File: src/rtl/mpu_ctx_stack.sv
// Preemption-context LIFO for the MPU: tracks nested handler frames and drives the active context.
// Optional fault capture is compiled in with `define MPU_CTX_FAULT_LATCH_EN.
module mpu_ctx_stack #(
  parameter int                DEPTH   = 8,
  parameter int                PRIO_W  = 8,
  parameter int                ID_W    = 4,
  parameter int                ADDR_W  = 16,
  parameter logic [ADDR_W-1:0] BASE_EP = 16'hFFFF
) (
  input  logic                       clk,
  input  logic                       reset,
  input  logic                       take,
  input  logic                       ret,
  input  logic [PRIO_W-1:0]          irq_prio,
  input  logic [ID_W-1:0]            irq_id,
  input  logic [ADDR_W-1:0]          sp,
  output logic                       ready,
  output logic [PRIO_W-1:0]          cur_prio,
  output logic [ID_W-1:0]            cur_id,
  output logic [ADDR_W-1:0]          cur_ep,
  output logic [$clog2(DEPTH+1)-1:0] depth,
  output logic                       map_load,
  output logic                       overflow,
  output logic                       underflow,
  output logic                       prio_err,
  input  logic                       err_clr,
  input  logic                       mem_fault,
  input  logic [ADDR_W-1:0]          mem_addr,
  input  logic                       fault_clr,
  output logic                       fault_valid,
  output logic [ADDR_W-1:0]          fault_addr,
  output logic [ID_W-1:0]            fault_id
);

  localparam int DW = $clog2(DEPTH + 1);
  localparam int IW = (DEPTH > 1) ? $clog2(DEPTH) : 1;

  typedef enum logic [1:0] {IDLE = 2'd0, EXEC = 2'd1, LOAD = 2'd2} state_t;
  typedef enum logic [1:0] {OP_NONE = 2'd0, OP_PUSH = 2'd1, OP_POP = 2'd2, OP_SWAP = 2'd3} op_t;

  state_t              state_r, state_nxt_s;
  op_t                 op_r, op_s;
  logic                ovf_s, unf_s, perr_s;
  logic                depth_zero_s, depth_full_s;
  logic [IW-1:0]       push_idx_s, pop_idx_s;

  logic [PRIO_W-1:0]   req_prio_r, cur_prio_r;
  logic [ID_W-1:0]     req_id_r, cur_id_r;
  logic [ADDR_W-1:0]   req_sp_r, cur_ep_r;
  logic [DW-1:0]       depth_r;
  logic                map_load_r, overflow_r, underflow_r, prio_err_r;

  logic [PRIO_W-1:0]   frame_prio_r [DEPTH];
  logic [ID_W-1:0]     frame_id_r   [DEPTH];
  logic [ADDR_W-1:0]   frame_ep_r   [DEPTH];

  assign depth_zero_s = (depth_r == {DW{1'b0}});
  assign depth_full_s = (depth_r == DW'(DEPTH));
  // Slot index for a push is the current depth; a pop reads the slot just below it.
  assign push_idx_s   = depth_r[IW-1:0];
  assign pop_idx_s    = push_idx_s - IW'(1);

  // FSM state register
  always_ff @(posedge clk) begin
    if (reset) begin
      state_r <= IDLE;
    end else begin
      state_r <= state_nxt_s;
    end
  end

  // Request decode and next-state logic; requests are only looked at in IDLE
  always_comb begin
    state_nxt_s = state_r;
    op_s        = OP_NONE;
    ovf_s       = 1'b0;
    unf_s       = 1'b0;
    perr_s      = 1'b0;
    case (state_r)
      IDLE: begin
        if (take && (!ret || depth_zero_s)) begin
          if (depth_full_s) begin
            ovf_s = 1'b1;
          end else if (!depth_zero_s && (irq_prio <= cur_prio_r)) begin
            perr_s = 1'b1;
          end else begin
            op_s = OP_PUSH;
          end
        end else if (take && ret) begin
          op_s = OP_SWAP;
        end else if (ret) begin
          if (depth_zero_s) begin
            unf_s = 1'b1;
          end else begin
            op_s = OP_POP;
          end
        end else begin
          op_s = OP_NONE;
        end
        if (op_s != OP_NONE) begin
          state_nxt_s = EXEC;
        end else begin
          state_nxt_s = IDLE;
        end
      end
      EXEC:    state_nxt_s = LOAD;
      LOAD:    state_nxt_s = IDLE;
      default: state_nxt_s = IDLE;
    endcase
  end

  // Context datapath: capture the request on accept, commit it in EXEC, strobe map_load in LOAD
  always_ff @(posedge clk) begin
    if (reset) begin
      op_r       <= OP_NONE;
      req_prio_r <= {PRIO_W{1'b0}};
      req_id_r   <= {ID_W{1'b0}};
      req_sp_r   <= {ADDR_W{1'b0}};
      cur_prio_r <= {PRIO_W{1'b0}};
      cur_id_r   <= {ID_W{1'b0}};
      cur_ep_r   <= BASE_EP;
      depth_r    <= {DW{1'b0}};
      map_load_r <= 1'b0;
    end else begin
      map_load_r <= (state_r == EXEC);
      case (state_r)
        IDLE: begin
          if (op_s != OP_NONE) begin
            op_r       <= op_s;
            req_prio_r <= irq_prio;
            req_id_r   <= irq_id;
            req_sp_r   <= sp;
          end
        end
        EXEC: begin
          case (op_r)
            OP_PUSH: begin
              cur_prio_r <= req_prio_r;
              cur_id_r   <= req_id_r;
              cur_ep_r   <= req_sp_r;
              depth_r    <= depth_r + DW'(1);
            end
            OP_POP: begin
              cur_prio_r <= frame_prio_r[pop_idx_s];
              cur_id_r   <= frame_id_r[pop_idx_s];
              cur_ep_r   <= frame_ep_r[pop_idx_s];
              depth_r    <= depth_r - DW'(1);
            end
            OP_SWAP: begin
              cur_prio_r <= req_prio_r;
              cur_id_r   <= req_id_r;
              cur_ep_r   <= req_sp_r;
            end
            default: begin
              depth_r <= depth_r;
            end
          endcase
        end
        default: begin
          op_r <= op_r;
        end
      endcase
    end
  end

  // Frame storage; slots at or above depth are never read so they carry no reset
  always_ff @(posedge clk) begin
    if (!reset && (state_r == EXEC) && (op_r == OP_PUSH)) begin
      frame_prio_r[push_idx_s] <= cur_prio_r;
      frame_id_r[push_idx_s]   <= cur_id_r;
      frame_ep_r[push_idx_s]   <= cur_ep_r;
    end
  end

  // Sticky error flags; a new error wins over a simultaneous clear
  always_ff @(posedge clk) begin
    if (reset) begin
      overflow_r  <= 1'b0;
      underflow_r <= 1'b0;
      prio_err_r  <= 1'b0;
    end else begin
      overflow_r  <= (overflow_r  & ~err_clr) | ovf_s;
      underflow_r <= (underflow_r & ~err_clr) | unf_s;
      prio_err_r  <= (prio_err_r  & ~err_clr) | perr_s;
    end
  end

`ifdef MPU_CTX_FAULT_LATCH_EN
  logic              fault_valid_r;
  logic [ADDR_W-1:0] fault_addr_r;
  logic [ID_W-1:0]   fault_id_r;

  // First fault is held until released; a fault arriving with the release is captured fresh
  always_ff @(posedge clk) begin
    if (reset) begin
      fault_valid_r <= 1'b0;
      fault_addr_r  <= {ADDR_W{1'b0}};
      fault_id_r    <= {ID_W{1'b0}};
    end else if (mem_fault && (!fault_valid_r || fault_clr)) begin
      fault_valid_r <= 1'b1;
      fault_addr_r  <= mem_addr;
      fault_id_r    <= cur_id_r;
    end else if (fault_clr) begin
      fault_valid_r <= 1'b0;
    end
  end

  assign fault_valid = fault_valid_r;
  assign fault_addr  = fault_addr_r;
  assign fault_id    = fault_id_r;
`else
  logic fault_inputs_unused_s;
  assign fault_inputs_unused_s = ^{mem_fault, mem_addr, fault_clr};
  assign fault_valid = 1'b0;
  assign fault_addr  = {ADDR_W{1'b0}};
  assign fault_id    = {ID_W{1'b0}};
`endif

  assign ready     = (state_r == IDLE);
  assign cur_prio  = cur_prio_r;
  assign cur_id    = cur_id_r;
  assign cur_ep    = cur_ep_r;
  assign depth     = depth_r;
  assign map_load  = map_load_r;
  assign overflow  = overflow_r;
  assign underflow = underflow_r;
  assign prio_err  = prio_err_r;

endmodule

File: config.mk
export PLATFORM = sky130hd
export DESIGN_NAME = mpu_ctx_stack
export DESIGN_NICKNAME = d
export VERILOG_FILES = /design/src/rtl/mpu_ctx_stack.sv
export SDC_FILE = /design/constraint.sdc
export NUM_CORES = 1
export LEC_CHECK = 0
export ABC_CLOCK_PERIOD_IN_PS = 3380
export BUFFER_PORTS_ARGS = -buffer_cell sky130_fd_sc_hd__buf_2
export CAP_MARGIN = 10
export CELL_PAD_IN_SITES_DETAIL_PLACEMENT = 0
export CELL_PAD_IN_SITES_GLOBAL_PLACEMENT = 1
export CORE_MARGIN = 2
export CORE_UTILIZATION = 35
export CTS_BUF_LIST = sky130_fd_sc_hd__clkbuf_8
export CTS_CLUSTER_SIZE = 20
export DETAILED_ROUTE_END_ITERATION = 10
export PLACE_DENSITY = 0.71
export RECOVER_POWER = 50
export REMOVE_ABC_BUFFERS = 1
export SLEW_MARGIN = 10
export SYNTH_ARGS = -nofsm -noshare
export SYNTH_HDL_FRONTEND = slang
export SYNTH_SLANG_ARGS = --single-unit
File: constraint.sdc
create_clock -name clk -period 3.38 [get_ports clk]
set_clock_uncertainty 0.2 [all_clocks]
set_input_delay 0.338 -clock clk [delete_from_list [all_inputs] [get_ports clk]]
set_output_delay 0.338 -clock clk [all_outputs]
set_load 0.1 [all_outputs]
After elaboration in Yosys (flattened, before gate mapping)
Memories as Yosys holds them, arrays and structs flattened.
Index checks and enable logic that the tools add are counted.
{"block": "classes", "n_bitwise": 7, "mux": 28, "eq_ne": 5, "order_cmp": 1, "reduce_logical": 19, "add_sub_neg": 3}
{"op": "$pmux 16 s2", "count": 1}
{"op": "$mux 1", "count": 17}
{"op": "$pmux 4 s2", "count": 2}
{"op": "$pmux 8 s2", "count": 1}
{"op": "$mux 2", "count": 6}
{"op": "$le 8x8->1", "count": 1}
{"op": "$reduce_bool 2->1", "count": 4}
{"op": "$reduce_and 2->1", "count": 3}
{"op": "$logic_and 1x1->1", "count": 5}
{"op": "$add 4x1->4 const B", "count": 1}
{"op": "$eq 2x1->1 const B", "count": 2}
{"op": "$eq 2x2->1 const B", "count": 2}
{"op": "$eq 4x4->1 const B", "count": 1}
{"op": "$logic_not 4->1", "count": 1}
{"op": "$pmux 2 s2", "count": 1}
{"op": "$sub 4x1->4 const B", "count": 1}
{"op": "$and 1x1->1", "count": 3}
{"op": "$logic_not 1->1", "count": 3}
{"op": "$or 1x1->1", "count": 3}
{"op": "$sub 3x1->3 const B", "count": 1}
{"op": "$logic_not 2->1", "count": 1}
{"op": "$reduce_or 2->1", "count": 1}
{"op": "$logic_or 1x1->1", "count": 1}
{"op": "$not 1->1", "count": 1}
{"block": "word_totals", "output_inout_bits": 58, "register_bits": 68, "ramBits": 224, "elab_cells": 79, "input_bits": 51, "n_memories": 3}
{"memory": "frame_ep_r", "depth": 8, "word_bits": 16, "read_ports": 1, "rd_clocked_by_memory_dff": 0, "wr": 1, "line": "55", "source": "logic [ADDR_W-1:0] frame_ep_r [DEPTH];"}
{"memory": "frame_prio_r", "depth": 8, "word_bits": 8, "read_ports": 1, "rd_clocked_by_memory_dff": 0, "wr": 1, "line": "53", "source": "logic [PRIO_W-1:0] frame_prio_r [DEPTH];"}
{"memory": "frame_id_r", "depth": 8, "word_bits": 4, "read_ports": 1, "rd_clocked_by_memory_dff": 0, "wr": 1, "line": "54", "source": "logic [ID_W-1:0] frame_id_r [DEPTH];"}

Depth between registers and ports, before layout
{"block": "depth", "word_depth": 10, "depth_mapped": 11}

Worst setup path before layout
Ideal clock, no wire load.
{"block": "synth_path", "path_kind": "reg-to-reg", "startpoint": "register depth_r[0] (netlist: depth[0])", "endpoint": "memory frame_ep_r[1][0] (enable)", "t_required_ns": 2.732, "arrival_ns": 3.588, "path_buffers": 1, "path_stages_with_launch": 4, "path_slack_ns": -0.857, "path_cell_list": "dfxtp_1 -> clkbuf_1 -> nand3_1 -> nor3_1"}
{"item": "start: declaration", "line": "50", "source": "logic [DW-1:0] depth_r;"}
{"item": "start signal: assignment", "line": "122", "source": "depth_r <= {DW{1'b0}};"}
{"item": "start signal: assignment", "line": "141", "source": "depth_r <= depth_r + DW'(1);"}
{"item": "start signal: assignment", "line": "147", "source": "depth_r <= depth_r - DW'(1);"}
{"item": "end: declaration", "line": "55"}
Straight into the memory's write port.

Final worst setup path
{"block": "layout_path", "startpoint": "register cur_prio_r[6] (netlist: cur_prio[6])", "endpoint": "register req_sp_r[11]"}
{"block": "layout_between", "elab_chain_len": 9}
{"item": "start: declaration", "line": "47", "source": "logic [PRIO_W-1:0] req_prio_r, cur_prio_r;"}
{"item": "start signal: assignment", "line": "119", "source": "cur_prio_r <= {PRIO_W{1'b0}};"}
{"item": "start signal: assignment", "line": "138", "source": "cur_prio_r <= req_prio_r;"}
{"item": "start signal: assignment", "line": "144", "source": "cur_prio_r <= frame_prio_r[pop_idx_s];"}
{"item": "$le 8x8->1", "line": "84", "source": "end else if (!depth_zero_s && (irq_prio <= cur_prio_r)) begin"}
{"item": "$logic_and 1x1->1", "line": "84"}
{"item": "$mux 1", "line": "84"}
{"item": "$mux 1", "line": "82", "source": "if (depth_full_s) begin"}
{"item": "$mux 2", "line": "81", "source": "if (take && (!ret || depth_zero_s)) begin"}
{"item": "$mux 2 (2 in series)", "line": "79", "source": "case (state_r)"}
{"item": "$reduce_bool 2->1", "line": "128", "source": "if (op_s != OP_NONE) begin"}
{"item": "$reduce_and 2->1 (no line)"}
{"item": "end signal: assignment", "line": "118", "source": "req_sp_r <= {ADDR_W{1'b0}};"}
{"item": "end signal: assignment", "line": "132", "source": "req_sp_r <= sp;"}
{"item": "end: declaration", "line": "49", "source": "logic [ADDR_W-1:0] req_sp_r, cur_ep_r;"}
No other way between the ends. The select of a mux whose other input is x is not followed.
A chain may end at the register's enable or synchronous reset.

==> metrics.csv <==
stage;metric;value;unit
status;status;completed;
synth;top_reg_cell synth;edfxtp_1;
die;Die Ht;188;um
finish;Final nets;1073;
sta;worst slew pin tran;1.30;ns
drt;DRT iter0 DRCs;460;
cts;Worst-Skew Late Latency;0.55;ns
cts;clock buffer depth;3;
finish;share of cells above drive strength 1;15.1;%
synth;post-synth cell types;40;
setup_path;CP Launch Type;flop;
sta;Hold Fails Final Rpt;0;
setup_path;CP Class;flop to flop;
setup_path;R2R cell count;9;
pwr;Switching Share;25.9;%
drt;TritonRoute pass-1 iters;5;
setup_path;Crit Path Max Fanout;29;
die;die width;188;um
setup_path;WP data required;3.64;ns
synth;Post-Syn Area;0.0118;mm^2
cts;# clock sinks;291;
sta;fmax;331;MHz
die;Starting Density;35.4;%
die;Ports;109;
cts;Resized cells post-CTS;0;
grt;first-pass GRT wire length;40700;um
setup_path;Setup crit end kind;flop;
synth;Avg Inst Size Synth;13.4;um^2
setup_path;Critical Path AT;3.28;ns
drt;drt drc;0;
synth;FFs w/ async S/R, synth;0;%
cts;clock root cell;clkbuf_8;
cts;H-tree depth;2;
synth;Synth Area in Compound Gates;4.31;%
drt;Final ANT Viol Nets;0;
grt;GRT Max-Usage Layer;met2;
setup_path;CP startpoint;cur_prio[6]$_SDFFE_PP0P_;
sta;endpoints failing setup;0;
pwr;part of the power in combinational logic;10.6;%
pwr;Leak Pwr;4.78;nW
pwr;sequential share of power;52.8;%
die;total core area;0.0334;mm^2
grt;largest net degree at the start of global routing;65;
sta;final worst slack;0.361;ns
cts;clock-pin slew on the worst setup and hold paths;0.06;ns
pwr;power per cell area;541;mW/mm^2
pwr;Overall Power;7.50;mW
finish;Inserted Diodes;0;
grt;initial antenna violation count;0;
synth;yosys warns;0;
placement;DP HPWL;13900;um
die;row cnt;67;
pwr;clock share of power;36.6;%
sta;Slew headroom;13.6;%
die;Die ar.;0.0353;mm^2
setup_path;reg2reg start;cur_prio[6]$_SDFFE_PP0P_;
synth;sequential area share after synthesis;68.1;%
finish;P&R area growth vs syn;17.1;%
sta;RSZ-0062 raised after global routing;false;
pwr;NetSw;1.95;mW
synth;Synth Area in Simple Gates;13.3;%
run;max-capacitance violation count;0;
drt;Post-Route WL;26200;um
grt;met2 usage;24.2;%
pwr;Max VDD drop;273;uV
worst_hold_path;class of the worst hold path;primary input to flop;
drt;via count;7232;
worst_hold_path;hold path startpoint;reset;
setup_path;r2r endpoint;req_sp_r[11]$_SDFFE_PP0P_;
setup_path;worst reg-to-reg setup slack;0.36;ns
drt;vias per inst;4.85;
synth;post-synthesis cell count;881;
sta;Final period util;89.3;%
synth;post-synthesis mux area share;8.54;%
synth;xor and xnor area share after synthesis;0.370;%
placement;gpl congestion;0.710;
grt;routing usage on met1;20.5;%
synth;Adder-Cell Fraction of Synth Area;1.75;%
grt;Global Route met3 Usage;2.45;%
drt;wire length per cell;17.5;um
pwr;internal power;5.56;mW
cts;TritonCTS buffer count;46;
sta;min Tclk post-route;3.02;ns
grt;vias in the first global route;7204;
sta;Final Max Tran Viols;0;
placement;pre-CTS WS;0.374;ns
grt;global route overflow;0;
placement;count of input and output buffers;69;
grt;GRT Total Usage;14.9;%
setup_path;CP endpoint;req_sp_r[11]$_SDFFE_PP0P_;
finish;Filler cells;3107;
synth;#FFs+latches synth;291;
cts;CTS tree;done;
synth;combinational family with the most area after synthesis;simple AND/OR/NAND/NOR gates;
synth;Post-synth EDFFs;224;
## synthesized netlist by cell type (2+ instances only)
cell type | count | share of area [%]
nor3_1 | 5 | 0.21
inv_1 | 14 | 0.44
buf_1 | 2 | 0.063
nand2_1 | 135 | 4.3
nand4_1 | 14 | 0.74
nand2b_1 | 58 | 3.1
buf_2 | 5 | 0.21
buf_4 | 22 | 1.4
or3_1 | 2 | 0.11
clkbuf_1 | 41 | 1.3
dfxtp_1 | 67 | 11
xnor2_1 | 3 | 0.22
nor2_1 | 25 | 0.79
xor2_1 | 2 | 0.15
mux2i_1 | 29 | 2.5
nor2b_1 | 3 | 0.16
o21ai_0 | 35 | 1.5
a21oi_1 | 39 | 1.6
nand3_1 | 67 | 2.8
o22ai_1 | 13 | 0.69
ha_1 | 15 | 1.6
nand3b_1 | 2 | 0.13
edfxtp_1 | 224 | 57
and3_1 | 12 | 0.63
mux4_2 | 32 | 6.1
## layout make-up
type | instances | area, um^2 | share of cell area [%]
clock buffers | 49 | 674 | 4.87
multi-input cells | 525 | 3490 | 25.2
well taps | 448 | 561 | 4.04
clock inverters | 37 | 180 | 1.30
flip-flops and latches | 291 | 8070 | 58.2
inverters | 14 | 52.6 | 0.379
repair buffers | 128 | 831 | 5.99
## what timing repair did
item                                    CTS  global route
setup buffers                             0             0
hold buffers                             32             0
hold endpoints to repair                 32             0
endpoints found under the setup margin    0             0
## sequential cells by signal, summed over array words and instances, names as in the netlist, 4 cells and up
register / count
cur_prio: 8
frame_ep_r: 128
cur_id: 4
req_sp_r: 16
frame_prio_r: 64
cur_ep: 16
frame_id_r: 32
depth: 4
req_id_r: 4
req_prio_r: 8
## worst min path at each step
stage | slack [ns] | end | depth (start not counted)
after detailed placement | 0.26 | req_prio_r[1]$_SDFFE_PP0P_ | 2
after floorplan | 0.21 | depth[3]$_SDFFE_PP0P_ | 1
after CTS | 0.14 | cur_ep[12]$_SDFFE_PP1P_ | 3
final | 0.15 | cur_ep[15]$_SDFFE_PP1P_ | 3
after global routing | 0.16 | cur_ep[3]$_SDFFE_PP1P_ | 3
after global placement | 0.26 | req_prio_r[0]$_SDFFE_PP0P_ | 2
## critical path, stage by stage (launching register included)
cell and delay [ns]:
dfxtp_1 0.31, clkbuf_1 0.36, inv_1 0.10, ha_1 0.31, nand4_1 0.26, nor2_1 0.22
nor4b_1 0.10, a311oi_4 0.26, buf_4 0.53, mux2i_1 0.25
## metrics by stage
step | utilization (%) | TNS [ns] | hold WS (ns) | cells | area, um^2
5_1_grt | 41.4 | 0 | 0.163 | 1492 | 13900
4_1_cts | 41.6 | 0 | 0.141 | 1492 | 13900
3_5_place_dp | 38.1 | 0 | 0.264 | 1374 | 12800
2_1_floorplan | - | -391.62 | 0.207 | 830 | 11500
3_3_place_gp | 38.1 | 0 | 0.256 | 1374 | 12800
6_report | 41.4 | 0 | 0.147 | 1492 | 13900
## power groups by stage
| stage | sequential, mW | combinational [mW] | clock [mW] |
|---|---|---|---|
| after floorplan | 4.16 | 0.441 | 0 |
| after global placement | 4.03 | 0.778 | 0 |
| after detailed placement | 4.04 | 0.785 | 0 |
| after CTS | 3.96 | 0.815 | 2.81 |
| after global routing | 3.97 | 0.861 | 2.96 |
| final | 3.96 | 0.797 | 2.74 |
## placed cells by master (no fill, tap or decap), types with 4 or more instances in the layout
| cell type | count |
|---|---|
| inv_1 | 32 |
| o21ai_0 | 35 |
| buf_4 | 20 |
| and3_1 | 12 |
| mux4_2 | 32 |
| conb_1 | 21 |
| nor2_1 | 18 |
| clkbuf_8 | 49 |
| nand4_1 | 14 |
| clkinv_2 | 4 |
| mux2i_1 | 29 |
| a21oi_1 | 39 |
| o22ai_1 | 13 |
| ha_1 | 15 |
| edfxtp_1 | 224 |
| nand3_1 | 67 |
| dlygate4sd3_1 | 32 |
| clkinv_1 | 12 |
| buf_2 | 33 |
| nand2_1 | 135 |
| nand2b_1 | 58 |
| dfxtp_1 | 66 |
| nor2_2 | 7 |
| clkbuf_1 | 40 |
## per-layer routing
metal	wire length (um)	vias to the layer above
li1	-	3433
met1	12100	3551
met2	12400	201
met3	1170	47
met4	493	0
met5	0	-
## logic make-up (layout without fill, tap and decap cells)
group | after synthesis | in the layout
other | 1 | 21
AO/OA/AOI/OAI | 93 | 93
AND/OR/NAND/NOR | 329 | 329
adder cells (fa/ha/maj) | 16 | 16
XOR/XNOR | 5 | 5
multiplexers | 61 | 61
flip-flops | 291 | 291
buffers and inverters | 85 | 228
Power figures use the tool's default switching activity.
